<file path="src/rtl/uart_cmd_assembler_if.sv">
// Purpose: groups the uart byte/ack signals and the SD command frame handshake of uart_cmd_assembler.
// Latency: n/a (signal bundle only).
// Backpressure: cmd_valid/cmd_ready on the frame; tx_en/tx_sending level handshake on the ack byte.
//
// Signals:
//   rx_data, rx_contains_data  uart receiver byte and "byte present" level
//   tx_sending                 uart transmitter busy level
//   tx_data, tx_en             ack byte and transmit request level
//   cmd_frame, cmd_valid       48-bit SD command frame offered downstream
//   cmd_ready                  SD command engine accepts frame
// Modports: master = assembler side, slave = uart/command-engine side.
interface uart_cmd_assembler_if;
  logic [7:0]  rx_data;
  logic        rx_contains_data;
  logic        tx_sending;
  logic [7:0]  tx_data;
  logic        tx_en;
  logic [47:0] cmd_frame;
  logic        cmd_valid;
  logic        cmd_ready;

  modport master (
    input  rx_data, rx_contains_data, tx_sending, cmd_ready,
    output tx_data, tx_en, cmd_frame, cmd_valid
  );

  modport slave (
    output rx_data, rx_contains_data, tx_sending, cmd_ready,
    input  tx_data, tx_en, cmd_frame, cmd_valid
  );
endinterface

</file>
<file path="src/rtl/uart_cmd_assembler.sv">
// Purpose: assembles 5-byte host packets from the uart into a 48-bit SD command frame with CRC7, optional ack echo.
// Latency: last byte edge -> strobe (2 clk) -> 40 clk serial CRC -> cmd_valid; frame held until cmd_ready.
// Backpressure: frame holds under !cmd_ready; bytes arriving while not IDLE/COLLECT are dropped with err_overrun.
//
// Ports:
//   clk, reset     system clock, asynchronous active-low reset
//   bus (master)   rx_data/rx_contains_data/tx_sending in; tx_data/tx_en out; cmd_frame/cmd_valid out; cmd_ready in
//   busy           state != IDLE
//   err_start      1-cycle pulse: first byte prefix not 2'b01, byte dropped
//   err_timeout    1-cycle pulse: inter-byte timeout, partial packet discarded
//   err_overrun    1-cycle pulse: byte arrived during CRC/PRESENT/ACK, byte dropped
module uart_cmd_assembler #(
  parameter int TIMEOUT_CYCLES = 208320,
  parameter bit ACK_EN         = 1'b1
) (
  input  logic                  clk,
  input  logic                  reset,
  uart_cmd_assembler_if.master  bus,
  output logic                  busy,
  output logic                  err_start,
  output logic                  err_timeout,
  output logic                  err_overrun
);

  localparam int TW = (TIMEOUT_CYCLES > 1) ? $clog2(TIMEOUT_CYCLES) : 1;
  localparam logic [TW-1:0] TIMER_LAST = TW'(TIMEOUT_CYCLES - 1);

  typedef enum logic [2:0] {
    IDLE     = 3'd0,
    COLLECT  = 3'd1,
    CRC      = 3'd2,
    PRESENT  = 3'd3,
    ACK_WAIT = 3'd4,
    ACK_REQ  = 3'd5
  } state_t;

  state_t        state;
  logic          rx_lvl_q;
  logic          strobe;
  logic [7:0]    byte_q;
  logic [2:0]    byte_cnt;
  logic [TW-1:0] timer;
  logic [39:0]   msg;
  logic [5:0]    bit_idx;
  logic [6:0]    crc;

  // Serial CRC7 (x^7 + x^3 + 1), message walked MSB first.
  logic [5:0] bit_pos;
  logic       msg_bit;
  logic       crc_fb;
  logic [6:0] crc_next;

  always_comb begin
    bit_pos  = 6'd39 - bit_idx;
    msg_bit  = msg[bit_pos];
    crc_fb   = msg_bit ^ crc[6];
    crc_next = {crc[5:0], 1'b0} ^ {3'b000, crc_fb, 2'b00, crc_fb};
  end

  assign busy = (state != IDLE);

  // Byte strobe is registered together with the data so both stay aligned;
  // the uart holds rx_data steady while rx_contains_data is high.
  always_ff @(posedge clk or negedge reset) begin
    if (!reset) begin
      rx_lvl_q <= 1'b0;
      strobe   <= 1'b0;
      byte_q   <= 8'h00;
    end else begin
      rx_lvl_q <= bus.rx_contains_data;
      strobe   <= bus.rx_contains_data & ~rx_lvl_q;
      byte_q   <= bus.rx_data;
    end
  end

  always_ff @(posedge clk or negedge reset) begin
    if (!reset) begin
      state         <= IDLE;
      byte_cnt      <= 3'd0;
      timer         <= '0;
      msg           <= 40'h0;
      bit_idx       <= 6'd0;
      crc           <= 7'h00;
      bus.tx_data   <= 8'h00;
      bus.tx_en     <= 1'b0;
      bus.cmd_frame <= 48'h0;
      bus.cmd_valid <= 1'b0;
      err_start     <= 1'b0;
      err_timeout   <= 1'b0;
      err_overrun   <= 1'b0;
    end else begin
      err_start   <= 1'b0;
      err_timeout <= 1'b0;
      err_overrun <= 1'b0;

      case (state)
        IDLE: begin
          if (strobe) begin
            if (byte_q[7:6] == 2'b01) begin
              msg      <= {32'h0, byte_q};
              byte_cnt <= 3'd1;
              timer    <= '0;
              state    <= COLLECT;
            end else begin
              err_start <= 1'b1;
            end
          end
        end

        COLLECT: begin
          // A byte landing on the last timer cycle still counts.
          if (strobe) begin
            msg      <= {msg[31:0], byte_q};
            byte_cnt <= byte_cnt + 3'd1;
            timer    <= '0;
            if (byte_cnt == 3'd4) begin
              bit_idx <= 6'd0;
              crc     <= 7'h00;
              state   <= CRC;
            end
          end else if (timer == TIMER_LAST) begin
            err_timeout <= 1'b1;
            timer       <= '0;
            byte_cnt    <= 3'd0;
            state       <= IDLE;
          end else begin
            timer <= timer + 1'b1;
          end
        end

        CRC: begin
          if (strobe) err_overrun <= 1'b1;
          crc     <= crc_next;
          bit_idx <= bit_idx + 6'd1;
          if (bit_idx == 6'd39) begin
            bus.cmd_frame <= {msg, crc_next, 1'b1};
            bus.cmd_valid <= 1'b1;
            state         <= PRESENT;
          end
        end

        PRESENT: begin
          if (strobe) err_overrun <= 1'b1;
          if (bus.cmd_ready) begin
            bus.cmd_valid <= 1'b0;
            if (ACK_EN) begin
              bus.tx_data <= {2'b00, msg[37:32]};
              state       <= ACK_WAIT;
            end else begin
              state <= IDLE;
            end
          end
        end

        ACK_WAIT: begin
          if (strobe) err_overrun <= 1'b1;
          if (!bus.tx_sending) begin
            bus.tx_en <= 1'b1;
            state     <= ACK_REQ;
          end
        end

        ACK_REQ: begin
          // Request stays up until the uart shows it started; it samples at baud rate.
          if (strobe) err_overrun <= 1'b1;
          if (bus.tx_sending) begin
            bus.tx_en <= 1'b0;
            state     <= IDLE;
          end
        end

        default: begin
          state <= IDLE;
        end
      endcase
    end
  end

endmodule

</file>
<file path="src/flat_wrapper.sv">
// flat-port wrapper written by rule: the top's interface ports become plain ports
module uart_cmd_assembler_flat 
#(
  parameter int TIMEOUT_CYCLES = 208320,
  parameter bit ACK_EN         = 1'b1
)
  (clk, reset, busy, err_start, err_timeout, err_overrun, bus_rx_data, bus_rx_contains_data, bus_tx_sending, bus_cmd_ready, bus_tx_data, bus_tx_en, bus_cmd_frame, bus_cmd_valid);
  uart_cmd_assembler_if bus_i ();
  input  logic clk;
  input  logic reset;
  output logic busy;
  output logic err_start;
  output logic err_timeout;
  output logic err_overrun;
  input wire logic [$bits(bus_i.rx_data)-1:0] bus_rx_data;
  input wire logic [$bits(bus_i.rx_contains_data)-1:0] bus_rx_contains_data;
  input wire logic [$bits(bus_i.tx_sending)-1:0] bus_tx_sending;
  input wire logic [$bits(bus_i.cmd_ready)-1:0] bus_cmd_ready;
  output wire logic [$bits(bus_i.tx_data)-1:0] bus_tx_data;
  output wire logic [$bits(bus_i.tx_en)-1:0] bus_tx_en;
  output wire logic [$bits(bus_i.cmd_frame)-1:0] bus_cmd_frame;
  output wire logic [$bits(bus_i.cmd_valid)-1:0] bus_cmd_valid;
  assign bus_i.rx_data = bus_rx_data;
  assign bus_i.rx_contains_data = bus_rx_contains_data;
  assign bus_i.tx_sending = bus_tx_sending;
  assign bus_i.cmd_ready = bus_cmd_ready;
  assign bus_tx_data = bus_i.tx_data;
  assign bus_tx_en = bus_i.tx_en;
  assign bus_cmd_frame = bus_i.cmd_frame;
  assign bus_cmd_valid = bus_i.cmd_valid;
  uart_cmd_assembler #(.TIMEOUT_CYCLES(TIMEOUT_CYCLES), .ACK_EN(ACK_EN)) u_core (.clk(clk), .reset(reset), .bus(bus_i), .busy(busy), .err_start(err_start), .err_timeout(err_timeout), .err_overrun(err_overrun));
endmodule
</file>
<file path="config.mk">
export PLATFORM = sky130hd
export DESIGN_NAME = uart_cmd_assembler_flat
export DESIGN_NICKNAME = d
export VERILOG_FILES = /design/src/rtl/uart_cmd_assembler_if.sv /design/src/rtl/uart_cmd_assembler.sv /design/src/flat_wrapper.sv
export SDC_FILE = /design/constraint.sdc
export NUM_CORES = 1
export LEC_CHECK = 0
export ABC_AREA = 1
export CAP_MARGIN = 20
export CORE_MARGIN = 5
export CORE_UTILIZATION = 56
export CTS_CLUSTER_SIZE = 20
export DETAILED_ROUTE_END_ITERATION = 16
export PLACE_DENSITY = 0.89
export SETUP_SLACK_MARGIN = 0.1
export SYNTH_ARGS = -nofsm -noshare
export SYNTH_HDL_FRONTEND = slang
export SYNTH_SLANG_ARGS = --single-unit
</file>
<file path="constraint.sdc">
create_clock -name clk -period 1.8 [get_ports clk]
set_input_delay 0.54 -clock clk [delete_from_list [all_inputs] [get_ports clk]]
set_output_delay 0.54 -clock clk [all_outputs]
set_load 0.01 [all_outputs]
</file>
==> results of run 1 <==
==> cells in the mapped netlist, drive strengths merged <==
master,instances,area share
nand4,11,0.013
nand3,82,0.066
o21ai,119,0.092
xnor2,2,0.0027
nand2,147,0.092
nor2,29,0.022
o22ai,8,0.0077
buf,21,0.017
o41ai,1,0.0014
or2,1,0.00097
inv,91,0.053
o32ai,1,0.0014
xor2,3,0.0041
nor3,8,0.0087
a31oi,3,0.0029
clkbuf,11,0.0079
a41oi,1,0.0014
dfrtp,146,0.56
conb,1,0.00058
a21o,1,0.0012
a21oi,19,0.015
ha,7,0.014
o211ai,3,0.0035
o21bai,1,0.0012
nor4,7,0.0077
==> final cells by class <==
cell class | instances | share of cell area
sequential | 146 | 0.413
clock buffer | 17 | 0.0480
timing repair buffer | 150 | 0.166
tap | 143 | 0.0202
timing repair inverter | 1 | 0.000847
inverter | 91 | 0.0408
clock inverter | 14 | 0.0158
multi-input combinational | 456 | 0.296
==> kinds of logic after synthesis <==
group	Yosys count
flip-flops	146
buffers and inverters	123
AND/OR/NAND/NOR	285
AO/OA/AOI/OAI	157
XOR/XNOR	5
other	1
adder cells (fa/ha/maj)	7
==> through the flow <==
step                      std cells  power [mW]  setup TNS, ns   util
after floorplan                 725        5.74              0      -
after global placement          948        6.58         -0.163  0.669
after detailed placement        948        6.70         -0.369  0.669
after CTS                       988        10.4        -0.0926  0.730
after global routing           1018        12.1          -8.68  0.779
final                          1018        11.6          -3.07  0.779
==> what timing repair did <==
item	CTS	global route
cloned	1	8
pin swaps	15	28
setup endpoints to repair	75	118
setup buffers	8	23
resized for setup	97	93
==> worst paths after layout <==
kind / endpoint / slack [ns]
max: u_core.crc[3] / -0.21
max reg2reg: u_core.crc[3] / -0.21
max in group asynchronous: u_core.state[2] / 1.21
min: u_core.bus.cmd_frame[11] / 0.03
min reg2reg: u_core.strobe / 0.41
min in group clk: u_core.strobe / 0.41
==> power by group through the flow <==
stage / registers [mW] / logic (mW) / clock network (mW)
6_report: 4.04 / 4.17 / 3.44
2_1_floorplan: 3.96 / 1.77 / 0
5_1_grt: 4.06 / 4.41 / 3.59
4_1_cts: 3.96 / 3.06 / 3.40
3_5_place_dp: 4.00 / 2.70 / 0
3_3_place_gp: 3.99 / 2.59 / 0
==> worst register-to-register path, delay by kind of cell (launching register included) <==
| kind | cells | cell delay, ns |
|---|---|---|
| buffers and inverters | 1 | 0.22 |
| AOI/OAI and AO/OA | 1 | 0.05 |
| and+or+nand+nor | 9 | 1.05 |
| DFF | 1 | 0.56 |
==> flip-flops by register name, indices dropped and copies added, names as in the netlist <==
name	flops
u_core.rx_lvl_q	1
u_core.bus.tx_en	1
u_core.err_timeout	1
u_core.bus.cmd_valid	1
u_core.err_overrun	1
u_core.state	3
u_core.err_start	1
u_core.bus.tx_data	6
u_core.msg	40
u_core.bus.cmd_frame	48
u_core.byte_cnt	3
u_core.byte_q	8
u_core.bit_idx	6
u_core.crc	7
u_core.strobe	1
u_core.timer	18
==> metal layers <==
layer,vias to the layer above,GRT usage
li1,2670,-
met1,2986,0.318
met2,534,0.404
met3,177,0.0668
met4,0,0.108
met5,-,0
==> flow_metrics.py, run 1 <==
metrics = {
    "power_and_ir_drop": {
        "p_int_mw": 7.27,
        "combPwrFrac": 0.358,
        "peakVddDrop_uv": 890,
        "sw_frac_of_total": 0.376,
        "p_sw_mw": 4.37,
        "p_seq_frac": 0.347,
        "p_leak_nw": 4.32,
        "p_per_area_mw_per_mm2": 1310,
        "power_frac_clock": 0.295,
    },
    "grt": {
        "grt_pass1_vias": 5718,
        "grt_pass1_wl_mm": 28.3,
        "grt_overflow_total": 0,
        "grt.total_usage": 0.250,
        "grt_max_degree": 45,
        "grt_antenna_before_repair": 0,
    },
    "cells_and_area": {
        "layout.nets": 883,
        "final_common_cell": "dfrtp_1",
        "multi_input_area_mm2": 0.00262,
        "fillCellCount": 631,
        "antenna_cells": 0,
        "layout-drive-gt1-share": 0.235,
        "final_cell_mix": "dfrtp_1 (143), nand2_1 (129), o21ai_0 (94)",
        "seq_area_mm2": 0.00366,
        "area_growth_syn_to_layout_pct": 36.8,
        "design_area_mm2": 0.00886,
    },
    "run_status": {
        "run_status": "finished, violations left",
        "violations": "setup timing",
    },
    "min_path": {
        "hp-class": "in -> async",
    },
    "routing": {
        "drc_errors": 0,
        "routed_wl_mm": 21.3,
        "dr_wl_met3_mm": 2.24,
        "via_per_inst": 6.25,
        "wl_met2_mm": 10.1,
        "top_layer_used": "met4",
        "vias": 6367,
        "drt-initial-drc-count": 1053,
        "wl_per_cell_um": 20.9,
        "wl_met1_mm": 7.53,
        "postRouteAntennaNets": 0,
        "drtPass1Iterations": 9,
    },
    "worst_setup_path": {
        "start_kind": "flip-flop",
        "path_buf_inv": 1,
        "crit_family": "simple AND/OR/NAND/NOR gates",
        "worstPathRequired_ns": 2.11,
        "crit_slowest_cell": "dfrtp_1",
        "crit_cells": 11,
        "worstPathArrival_ns": 2.32,
        "reg2regPathDepth": 11,
        "rr_startpoint": "u_core.bit_idx[2]",
        "endpoint_kind": "flip-flop",
        "crit_fanout": 7,
        "cp_cell_sequence": "inv_1 > nand2_1 > a21oi_2 > nor2_1 > nand2_1 > nand3_2 > nand2_2 > nand2_4 > nand3_4 > nand3_2 > nand2_1",
        "crit_type": "reg -> reg",
        "cp_slowest_stage_delay_ns": 0.56,
        "crit_start": "u_core.bit_idx[2]",
        "crit_top_cell": "nand2_1",
    },
    "synth": {
        "synthSimpleGateAreaFrac": 0.209,
        "ys_ff_latch": 146,
        "syn_inst": 724,
        "syn_area_mm2": 0.00648,
        "synth_compound_area_frac": 0.128,
        "synth_cell_types": 42,
        "synth_fa_ha_area_frac": 0.0135,
        "synth.area.mux_share": 0,
        "syn_area_per_cell_um2": 8.95,
        "synth-xor-area-share": 0.00676,
        "synth.yosys.warnings": 0,
        "synth_top_family_by_area": "simple AND/OR/NAND/NOR gates",
        "ys_seq_area_frac": 0.564,
    },
    "placement": {
        "place_ws_ns": -0.164,
        "dp.final_hpwl_mm": 10.2,
        "portBuffers": 72,
        "place_congestion": 0.880,
        "placed_area_mm2": 0.00760,
    },
    "floorplanning": {
        "fp.dieW_um": 118,
        "coreArea_mm2": 0.0114,
        "rows": 39,
        "initial_core_util": 0.570,
        "io_pins": 75,
        "die_y_um": 118,
        "dieArea_mm2": 0.0138,
    },
    "timing": {
        "max_freq_mhz": 497,
        "fin_crit_sh": 1.12,
        "finClkSkew_ns": 0.00822,
        "hold_violations": 0,
        "maxSlewViolCount": 0,
        "finalWorstSetupSlack_ns": -0.210,
        "setup_viol": 56,
        "grt_setup_unrepaired": "yes",
        "timing.hold.ws_ns": 0.0298,
        "fin_crit_ns": 2.01,
    },
    "clock_tree": {
        "insertion_delay_ns": 0.42,
        "cts_tree": "built",
        "cts-htree-levels": 4,
        "cts-hold-fix-buffers": 0,
        "clock_sinks": 146,
        "cts.clk_slew.worst_paths_ns": 0.06,
        "cts_made_buffers": 17,
        "clockBufferDepth": 2,
        "cts-root-buf": "clkbuf_16",
    },
    "flow_run": {
        "cap_violations": 0,
    },
}
Note: power is estimated with default switching activity, not from simulation.
==> run 2, diff against run 1 <==
- CORE_ASPECT_RATIO: unset -> 1.75
==> flow_metrics.py, run 2 (synthesis gave the netlist of run 1 again) <==
metrics = {
    "routing": {
        "vias": 7383,
        "postRouteAntennaNets": 0,
        "drtPass1Iterations": 9,
        "via_per_inst": 7.03,
        "drt-initial-drc-count": 1221,
        "routed_wl_mm": 30.4,
        "wl_per_cell_um": 29.0,
        "drc_errors": 0,
    },
    "power_and_ir_drop": {
        "p_per_area_mw_per_mm2": 1370,
        "p_int_mw": 8.06,
        "p_seq_frac": 0.308,
        "peakVddDrop_uv": 1450,
        "p_leak_nw": 4.69,
        "sw_frac_of_total": 0.400,
        "power_frac_clock": 0.284,
        "p_sw_mw": 5.37,
        "combPwrFrac": 0.408,
    },
    "timing": {
        "max_freq_mhz": 463,
        "fin_crit_ns": 2.16,
        "finClkSkew_ns": 0.0152,
        "worst_pin_slew_ns": 0.526,
        "tns_ns": -6.07,
        "finalWorstSetupSlack_ns": -0.358,
        "hold_violations": 0,
        "setup_viol": 54,
        "maxSlewHeadroom": 0.648,
        "fin_crit_sh": 1.20,
        "grt_setup_unrepaired": "yes",
        "maxSlewViolCount": 0,
    },
    "floorplanning": {
        "dieArea_mm2": 0.0139,
        "fp.dieW_um": 91.3,
        "rows": 52,
        "initial_core_util": 0.566,
        "die_y_um": 152,
        "coreArea_mm2": 0.0115,
        "io_pins": 75,
    },
    "worst_setup_path": {
        "start_kind": "flip-flop",
        "crit_type": "reg -> reg",
        "worstPathRequired_ns": 2.16,
        "endpoint_kind": "flip-flop",
        "crit_fanout": 4,
        "worstPathArrival_ns": 2.52,
    },
    "clock_tree": {
        "clockBufferDepth": 2,
        "cts-htree-levels": 4,
        "cts.clk_slew.worst_paths_ns": 0.07,
        "cts_made_buffers": 17,
        "clock_sinks": 146,
        "insertion_delay_ns": 0.45,
        "cts-root-buf": "clkbuf_16",
        "cts_tree": "built",
    },
    "grt": {
        "grt_max_degree": 45,
        "grt_pass1_wl_mm": 35.1,
        "grt_pass1_vias": 6752,
        "grt.total_usage": 0.323,
        "grt_overflow_total": 0,
        "grt_antenna_before_repair": 1,
    },
    "cells_and_area": {
        "top_regs": "u_core.bus.cmd_frame x48, u_core.msg x40, u_core.timer x18",
        "area_growth_syn_to_layout_pct": 51.8,
        "layout.nets": 922,
        "largest_register_ffs": 48,
        "layout-drive-gt1-share": 0.358,
        "final_common_cell": "dfrtp_1",
        "top_register": "u_core.bus.cmd_frame",
        "finalNonFillerCells": 1050,
        "final_cell_mix": "dfrtp_1 (142), nand2_1 (92), buf_4 (77)",
        "antenna_cells": 0,
    },
    "placement": {
        "place_ws_ns": -0.131,
        "placed_cells": 950,
        "portBuffers": 72,
        "place_congestion": 0.867,
        "dp.final_hpwl_mm": 11.3,
    },
    "flow_run": {
        "cap_violations": 0,
    },
    "run_status": {
        "violations": "setup timing",
        "run_status": "finished, violations left",
    },
    "min_path": {
        "hp-class": "in -> async",
    },
}
-- run 2: worst paths after layout --
check | from | end | slack (ns) | depth (start not counted)
worst min-delay path | reset | u_core.state[1] | 0.04 | 1
worst max register to register | u_core.state[1] | u_core.timer[12] | -0.36 | 11
worst min register to register | u_core.rx_lvl_q | u_core.strobe | 0.41 | 1
max in group asynchronous | reset | u_core.bus.cmd_frame[42] | 1.12 | 2
worst max-delay path | u_core.state[1] | u_core.timer[12] | -0.36 | 11
min in group clk | u_core.rx_lvl_q | u_core.strobe | 0.41 | 1
-- run 2: repair_timing --
| item | in CTS | in global routing |
|---|---|---|
| cloned | 3 | 10 |
| setup endpoints to repair | 148 | 122 |
| endpoints found under the hold margin | 0 | 0 |
| pin swaps | 51 | 37 |
| hold buffers | 0 | 0 |
| setup buffers | 25 | 31 |
| resized for setup | 212 | 154 |
-- run 2: power groups by stage --
stage / Sequential (mW) / Combinational, mW / Clock (mW)
4_1_cts: 4.01 / 3.72 / 3.69
3_5_place_dp: 4.00 / 2.83 / 0
6_report: 4.14 / 5.47 / 3.82
3_3_place_gp: 3.99 / 2.75 / 0
5_1_grt: 4.13 / 5.63 / 3.92
2_1_floorplan: 3.96 / 1.77 / 0
-- run 2: layer usage --
layer  GRT usage  wire, um  vias up
li1            -         -     2758
met1       0.332      8490     3399
met2       0.541     14200      836
met3      0.0835      3700      388
met4       0.265      4020        2
met5           0        10        -
-- run 2: through the flow --
stage,instance area [um2],power (mW),util,hold WS [ns]
after global placement,7650,6.74,0.668,0.383
after floorplan,6480,5.74,-,0.244
after CTS,8920,11.4,0.779,0.0544
final,9830,13.4,0.859,0.0392
after detailed placement,7650,6.83,0.668,0.394
after global routing,9830,13.7,0.859,0.0555
-- run 2: cell type report --
| class | instances | area, um2 |
|---|---|---|
| clock buffers | 20 | 467 |
| well taps | 135 | 169 |
| repair inverters | 1 | 7.51 |
| clock inverters | 12 | 156 |
| multi-input cells | 456 | 3070 |
| inverters | 91 | 374 |
| fillers | 439 | 1620 |
| flip-flops and latches | 146 | 3660 |
| repair buffers | 189 | 1930 |
-- run 2: worst max-delay path: stages (launching register included) --
cell	delay, ns
dfrtp_2	0.49
nor2_4	0.30
nand2_4	0.13
nand2_8	0.09
nand2_4	0.07
nor3_4	0.16
nand3_2	0.14
nor2_4	0.17
buf_6	0.14
buf_4	0.11
a31oi_1	0.12
nor2_1	0.15
